$ cat src/rtl/seg_scan_monitor_if.sv
// Bus between a multiplexed 7-segment clock display scanner and the monitor that decodes it.
// master drives the scan lines, slave decodes them and presents the time.
interface seg_scan_monitor_if;
   logic [5:0] sm_bit;
   logic [7:0] sm_seg;
   logic [3:0] hr_h;
   logic [3:0] hr_l;
   logic [3:0] min_h;
   logic [3:0] min_l;
   logic [3:0] sec_h;
   logic [3:0] sec_l;
   logic       frame_valid;
   logic       code_err;
   logic       timeout;

   modport master (
      output sm_bit, sm_seg,
      input  hr_h, hr_l, min_h, min_l, sec_h, sec_l, frame_valid, code_err, timeout
   );

   modport slave (
      input  sm_bit, sm_seg,
      output hr_h, hr_l, min_h, min_l, sec_h, sec_l, frame_valid, code_err, timeout
   );
endinterface

$ cat src/rtl/seg_scan_monitor.sv
// Watches a scanned six-digit 7-segment display, captures each digit once it has been stable,
// and publishes complete HH:MM:SS frames in BCD along with error and timeout indications.
module seg_scan_monitor #(
   parameter int STABLE_CYCLES  = 16,
   parameter int TIMEOUT_CYCLES = 100000
) (
   input logic            clk,
   input logic            rst,
   seg_scan_monitor_if.slave bus
);

   localparam logic [7:0]  STABLE_LAST  = 8'(STABLE_CYCLES - 1);
   localparam logic [23:0] TIMEOUT_MAX  = 24'(TIMEOUT_CYCLES);
   localparam logic [23:0] TIMEOUT_LAST = 24'(TIMEOUT_CYCLES - 1);

   typedef enum logic [1:0] {
      IDLE,
      SETTLE,
      HOLD
   } state_t;

   state_t      state;
   state_t      state_next;

   logic [5:0]  bit_q;
   logic [6:0]  seg_q;
   logic [5:0]  sel_n;
   logic        sel_valid;
   logic        same_ref;

   logic [5:0]  ref_bit;
   logic [6:0]  ref_seg;
   logic        ref_load;

   logic [7:0]  stable_cnt;
   logic [7:0]  stable_next;
   logic        capture;

   logic [3:0]  dec_digit;
   logic        dec_ok;

   logic [3:0]  shadow [6];
   logic [3:0]  digit  [6];
   logic [5:0]  captured_mask;
   logic [5:0]  mask_next;
   logic        frame_done;

   logic [23:0] timeout_cnt;
   logic        first_sat;

   logic        frame_valid_q;
   logic        code_err_q;

   always_ff @(posedge clk) begin
      if (rst) begin
         bit_q <= 6'h3F;
         seg_q <= 7'h7F;
      end else begin
         bit_q <= bus.sm_bit;
         seg_q <= bus.sm_seg[6:0];
      end
   end

   // A select is usable only when exactly one digit line is pulled low.
   assign sel_n     = ~bit_q;
   assign sel_valid = $onehot(sel_n);
   assign same_ref  = (bit_q == ref_bit) && (seg_q == ref_seg);

   always_ff @(posedge clk) begin
      if (rst) begin
         state      <= IDLE;
         stable_cnt <= 8'd0;
         ref_bit    <= 6'h3F;
         ref_seg    <= 7'h7F;
      end else begin
         state      <= state_next;
         stable_cnt <= stable_next;
         if (ref_load) begin
            ref_bit <= bit_q;
            ref_seg <= seg_q;
         end
      end
   end

   always_comb begin
      state_next  = state;
      stable_next = stable_cnt;
      ref_load    = 1'b0;
      capture     = 1'b0;
      unique case (state)
         IDLE: begin
            if (sel_valid) begin
               state_next  = SETTLE;
               stable_next = 8'd1;
               ref_load    = 1'b1;
            end
         end
         SETTLE: begin
            if (same_ref) begin
               stable_next = stable_cnt + 8'd1;
               if (stable_cnt == STABLE_LAST) begin
                  capture    = 1'b1;
                  state_next = HOLD;
               end
            end else if (sel_valid) begin
               stable_next = 8'd1;
               ref_load    = 1'b1;
            end else begin
               state_next  = IDLE;
               stable_next = 8'd0;
            end
         end
         HOLD: begin
            // The slot has been captured; wait for the scanner to move on before re-arming.
            if (!same_ref) begin
               state_next  = IDLE;
               stable_next = 8'd0;
            end
         end
         default: begin
            state_next  = IDLE;
            stable_next = 8'd0;
         end
      endcase
   end

   always_comb begin
      dec_ok    = 1'b1;
      dec_digit = 4'hF;
      case (ref_seg)
         7'h40:   dec_digit = 4'd0;
         7'h79:   dec_digit = 4'd1;
         7'h24:   dec_digit = 4'd2;
         7'h30:   dec_digit = 4'd3;
         7'h19:   dec_digit = 4'd4;
         7'h12:   dec_digit = 4'd5;
         7'h02:   dec_digit = 4'd6;
         7'h78:   dec_digit = 4'd7;
         7'h00:   dec_digit = 4'd8;
         7'h10:   dec_digit = 4'd9;
         default: begin
            dec_ok    = 1'b0;
            dec_digit = 4'hF;
         end
      endcase
   end

   // A capture beats both the frame-complete clear and the timeout clear, so no digit is lost.
   assign frame_done = (captured_mask == 6'h3F);
   assign first_sat  = !capture && (timeout_cnt == TIMEOUT_LAST);

   always_comb begin
      mask_next = captured_mask;
      if (frame_done || first_sat) begin
         mask_next = 6'h00;
      end
      if (capture) begin
         mask_next = mask_next | ~ref_bit;
      end
   end

   always_ff @(posedge clk) begin
      if (rst) begin
         captured_mask <= 6'h00;
         timeout_cnt   <= 24'd0;
         frame_valid_q <= 1'b0;
         code_err_q    <= 1'b0;
         for (int i = 0; i < 6; i++) begin
            shadow[i] <= 4'h0;
            digit[i]  <= 4'h0;
         end
      end else begin
         captured_mask <= mask_next;
         frame_valid_q <= frame_done;
         code_err_q    <= capture && !dec_ok;
         if (frame_done) begin
            for (int i = 0; i < 6; i++) begin
               digit[i] <= shadow[i];
            end
         end
         if (capture) begin
            for (int i = 0; i < 6; i++) begin
               if (!ref_bit[i]) begin
                  shadow[i] <= dec_digit;
               end
            end
         end
         if (capture) begin
            timeout_cnt <= 24'd0;
         end else if (timeout_cnt != TIMEOUT_MAX) begin
            timeout_cnt <= timeout_cnt + 24'd1;
         end
      end
   end

   assign bus.sec_l       = digit[0];
   assign bus.sec_h       = digit[1];
   assign bus.min_l       = digit[2];
   assign bus.min_h       = digit[3];
   assign bus.hr_l        = digit[4];
   assign bus.hr_h        = digit[5];
   assign bus.frame_valid = frame_valid_q;
   assign bus.code_err    = code_err_q;
   assign bus.timeout     = (timeout_cnt == TIMEOUT_MAX);

endmodule

$ cat src/flat_wrapper.sv
// flat-port wrapper written by rule: the top's interface ports become plain ports
module seg_scan_monitor_flat 
#(
   parameter int STABLE_CYCLES  = 16,
   parameter int TIMEOUT_CYCLES = 100000
)
  (clk, rst, bus_sm_bit, bus_sm_seg, bus_hr_h, bus_hr_l, bus_min_h, bus_min_l, bus_sec_h, bus_sec_l, bus_frame_valid, bus_code_err, bus_timeout);
  seg_scan_monitor_if bus_i ();
  input logic clk;
  input logic rst;
  input wire logic [$bits(bus_i.sm_bit)-1:0] bus_sm_bit;
  input wire logic [$bits(bus_i.sm_seg)-1:0] bus_sm_seg;
  output wire logic [$bits(bus_i.hr_h)-1:0] bus_hr_h;
  output wire logic [$bits(bus_i.hr_l)-1:0] bus_hr_l;
  output wire logic [$bits(bus_i.min_h)-1:0] bus_min_h;
  output wire logic [$bits(bus_i.min_l)-1:0] bus_min_l;
  output wire logic [$bits(bus_i.sec_h)-1:0] bus_sec_h;
  output wire logic [$bits(bus_i.sec_l)-1:0] bus_sec_l;
  output wire logic [$bits(bus_i.frame_valid)-1:0] bus_frame_valid;
  output wire logic [$bits(bus_i.code_err)-1:0] bus_code_err;
  output wire logic [$bits(bus_i.timeout)-1:0] bus_timeout;
  assign bus_i.sm_bit = bus_sm_bit;
  assign bus_i.sm_seg = bus_sm_seg;
  assign bus_hr_h = bus_i.hr_h;
  assign bus_hr_l = bus_i.hr_l;
  assign bus_min_h = bus_i.min_h;
  assign bus_min_l = bus_i.min_l;
  assign bus_sec_h = bus_i.sec_h;
  assign bus_sec_l = bus_i.sec_l;
  assign bus_frame_valid = bus_i.frame_valid;
  assign bus_code_err = bus_i.code_err;
  assign bus_timeout = bus_i.timeout;
  seg_scan_monitor #(.STABLE_CYCLES(STABLE_CYCLES), .TIMEOUT_CYCLES(TIMEOUT_CYCLES)) u_core (.clk(clk), .rst(rst), .bus(bus_i));
endmodule
$ cat config.mk
export PLATFORM = sky130hd
export DESIGN_NAME = seg_scan_monitor_flat
export DESIGN_NICKNAME = d
export VERILOG_FILES = /design/src/rtl/seg_scan_monitor_if.sv /design/src/rtl/seg_scan_monitor.sv /design/src/flat_wrapper.sv
export SDC_FILE = /design/constraint.sdc
export NUM_CORES = 1
export LEC_CHECK = 0
export CAP_MARGIN = 30
export CORE_ASPECT_RATIO = 1.1
export CORE_UTILIZATION = 40
export DETAILED_ROUTE_END_ITERATION = 8
export PLACE_DENSITY_LB_ADDON = 0.05
export RECOVER_POWER = 100
export SLEW_MARGIN = 20
export SYNTH_ARGS = -nofsm -noshare
export SYNTH_HDL_FRONTEND = slang
export SYNTH_SLANG_ARGS = --single-unit
export TNS_END_PERCENT = 50
$ cat constraint.sdc
create_clock -name clk -period 7.3 [get_ports clk]
set_input_delay 0.73 -clock clk [delete_from_list [all_inputs] [get_ports clk]]
set_output_delay 0.73 -clock clk [all_outputs]
set_load 0.05 [all_outputs]
==> out/qor.txt <==
Resize count post-CTS -> 0
Syn nets -> 532
Core area -> 0.01316 mm^2
Top cells by area, synth -> edfxtp_1 (27%), dfxtp_1 (25%), xor2_1 (4.6%)
Reg-to-reg startpoint -> u_core.bit_q[1]$_SDFF_PP1_
Initial antenna violation count -> 0
Reg-to-reg setup timing slack -> 2.99 ns
EDFF count, synth -> 48
Hold_buf cts -> 0
Fmax -> 0.2318 GHz
Post-Route Setup TNS -> 0 ns
Req. time, crit path -> 7.50 ns
Yosys top cell area share -> 26.87%
LEAKAGE -> 2.239 nW
Number of remaining DRC errors -> 0
Core Rows -> 44
Final Util -> 47.74%
CP Capture Type -> register
Clock transition at path regs -> 0.05 ns
Average routed wire per standard cell -> 13.33 um
Worst R2R End -> u_core.ref_seg[6]$_SDFFE_PP1P_
Avg Inst Size Synth -> 10.58 um^2
Remaining antenna violation count -> 0
Share of layout cells above drive strength 1 -> 10.36%
Status -> finished, violations left
Number of CTS-inserted buffers -> 17
Largest area contributor in the netlist -> edfxtp_1
Final Hold Fails -> 0
Final Setup Violations -> 0
Grt total ovfl -> 0
Slew Limit Fails -> 68
Sequential area share after synthesis -> 52.24%
# IOs -> 43
Critical Path Fanout Max -> 13
Slew Limit Headroom -> -73.77%
CP Cell Sequence -> inv_1 > ha_1 > inv_1 > fa_1 > inv_1 > ha_1 > or3_1 > a211oi_1 > mux2i_1
Critical-path top delay cell -> a211oi_1
Max VDD drop -> 0.1391 mV
WL final -> 9.481 mm
Skew-Pair Late Insertion Delay -> 0.41 ns
Hold path endpoint -> u_core.captured_mask[0]$_SDFF_PP0_
Tcrit/Tclk final -> 59.10%
PwrDens -> 265.8 mW/mm^2
Root Driver -> clkbuf_16
Max_cap viols -> 2
Worst-margin pin slew -> 2.591 ns
Arrival @ worst endpoint -> 4.51 ns
First-pass GRT wire length -> 16.11 mm
Final nets -> 562
CP delay by family, top -> compound AO/OA/AOI/OAI gates
Synth async-reset ratio -> 0%
Ant. Diodes -> 0
Unrepaired setup endpoints after global routing -> false
Gpl congestion -> 0.7595
Max Buffers Root-to-Sink -> 2
Violated checks -> capacitance limit, slew limit
Postcts setup bufs -> 0
Synth Warn # -> 0
Total Routing Usage GR -> 15.19%
Hold_sp -> u_core.captured_mask[0]$_SDFF_PP0_
Critical Path Start Type -> register
Area grow syn2layout -> 17.07%
Post-Syn Instances -> 507
Die Width -> 112.4 um
Die Area -> 0.01388 mm^2
Post-Syn Area -> 0.005365 mm^2
Top_reg_cell synth -> dfxtp_1
Crit Path Category -> reg -> reg
CTS tree -> built
Cells on Worst Hold Path -> 2
# fillers -> 1262
Largest net degree at the start of global routing -> 54
PortBufs -> 41
# H-tree levels -> 4
Initial DRT Pass Iterations -> 4
Final worst path period need -> 4.315 ns
Worst hold-check path type -> reg -> reg
Sink Count -> 116
Vias per cell -> 5.052
Initial Util -> 40.78%
Distinct cells, synth -> 65
Die height -> 123.5 um
Initial DRC count -> 160
Worst path buffer plus inverter count -> 3
Cell mode on critical path -> inv_1
Tot Pwr -> 1.670 mW
Clock Skew -> 0.008023 ns
Vias in the first global route -> 3321
Crit-path max cell delay -> 2.01 ns
Reg2reg path depth -> 9
Dpl hpwl -> 6.521 mm
Via count -> 3592
#FFs+latches synth -> 116
[state kept, by name, summed over array words and instances (netlist names)]
signal                  cells
u_core.bus.frame_valid      1
u_core.state                2
u_core.stable_cnt           8
u_core.digit               24
u_core.captured_mask        6
u_core.bit_q                6
u_core.timeout_cnt         24
u_core.ref_bit              6
u_core.shadow              24
u_core.bus.code_err         1
u_core.ref_seg              7
u_core.seg_q                7
[power by group]
group	total, mW	leakage, nW	switching [mW]	internal [mW]
combinational	0.168	0.948	0.102	0.0659
clock	0.770	0.262	0.277	0.494
sequential	0.731	1.03	0.0298	0.701
total	1.67	2.24	0.409	1.26
[layout by cell type, fill, tap and decap left out, types with 8 or more instances in the layout]
master,n
and2_0,18
and3_1,8
clkbuf_1,8
clkbuf_16,17
clkdlybuf4s50_1,13
dfxtp_1,68
dlygate4sd3_1,28
edfxtp_1,48
inv_1,21
mux2i_1,15
nand2_1,18
nand3_1,18
nand4_1,10
nor2_1,62
nor3_1,29
o21ai_0,10
or2_2,13
xor2_1,28
[per-layer routing]
| layer | track usage (%) | wire (um) | part of all wire [%] | vias up |
|---|---|---|---|---|
| met5 | 0 | 0 | 0 | - |
| met4 | 8.000 | 148 | 1.6 | 0 |
| met3 | 4.608 | 304 | 3.2 | 13 |
| met2 | 23.56 | 4450 | 47 | 60 |
| met1 | 19.19 | 4578 | 48 | 1680 |
| li1 | - | - | - | 1839 |
[cells in the mapped netlist, types with 7 or more instances]
cell type / number
clkbuf_1: 11
dfxtp_1: 68
mux2i_1: 15
a221oi_1: 7
and2_1: 25
inv_1: 21
nor2_1: 61
nor3_1: 29
o21ai_0: 9
ha_1: 7
nand3_1: 17
nand4_1: 10
xor2_1: 28
edfxtp_1: 48
and3_1: 8
or2_2: 13
xnor2_1: 7
buf_6: 7
nand2_1: 18
buf_2: 13
[cell families after synthesis]
family                   share of synthesized area (%)
buffers and inverters                            5.714
multiplexers                                     3.008
XOR/XNOR                                         6.320
adder cells (fa/ha/maj)                          2.379
AND/OR/NAND/NOR                                  23.44
AO/OA/AOI/OAI                                    6.903
flip-flops                                       52.24
[how the worst max path moves through the flow]
| stage | start | to | cells past startpoint |
|---|---|---|---|
| final | u_core.bit_q[1]$_SDFF_PP1_ | u_core.ref_seg[6]$_SDFFE_PP1P_ | 9 |
| after floorplan | u_core.bit_q[0]$_SDFF_PP1_ | u_core.stable_cnt[5]$_SDFFE_PP0P_ | 10 |
| after global routing | u_core.bit_q[3]$_SDFF_PP1_ | u_core.ref_seg[6]$_SDFFE_PP1P_ | 9 |
| after detailed placement | u_core.bit_q[1]$_SDFF_PP1_ | u_core.ref_seg[6]$_SDFFE_PP1P_ | 9 |
| after CTS | u_core.timeout_cnt[0]$_SDFFE_PP0N_ | bus_timeout | 6 |
| after global placement | u_core.bit_q[1]$_SDFF_PP1_ | u_core.ref_seg[6]$_SDFFE_PP1P_ | 9 |
[final cells by class]
cell class | instances | area [um^2] | area share [%]
multi-input combinational | 335 | 2218 | 35.32
timing repair buffer | 46 | 429.2 | 6.833
inverter | 21 | 78.83 | 1.255
sequential | 116 | 2803 | 44.62
clock inverter | 12 | 113.9 | 1.813
clock buffer | 20 | 436.7 | 6.952
tap | 161 | 201.4 | 3.207
[worst register-to-register path, stage by stage (launching register included)]
cell and delay (ns):
dfxtp_1 0.37, inv_1 0.06, ha_1 0.26, inv_1 0.05, fa_1 0.41, inv_1 0.07
ha_1 0.23, or3_1 0.42, a211oi_1 2.01, mux2i_1 0.22
[per-stage QoR]
step / instance area, um^2 / cells / setup slack [ns] / hold WS [ns]
2_1_floorplan: 5365 / 507 / 4.519 / 0.4352
3_3_place_gp: 5769 / 676 / 4.239 / 0.4432
3_5_place_dp: 5786 / 678 / 4.200 / 0.4494
4_1_cts: 6336 / 710 / 3.754 / 0.4570
5_1_grt: 6281 / 711 / 2.565 / 0.4811
6_report: 6281 / 711 / 2.985 / 0.4533
No activity file was read; power rests on OpenSTA's default activity.
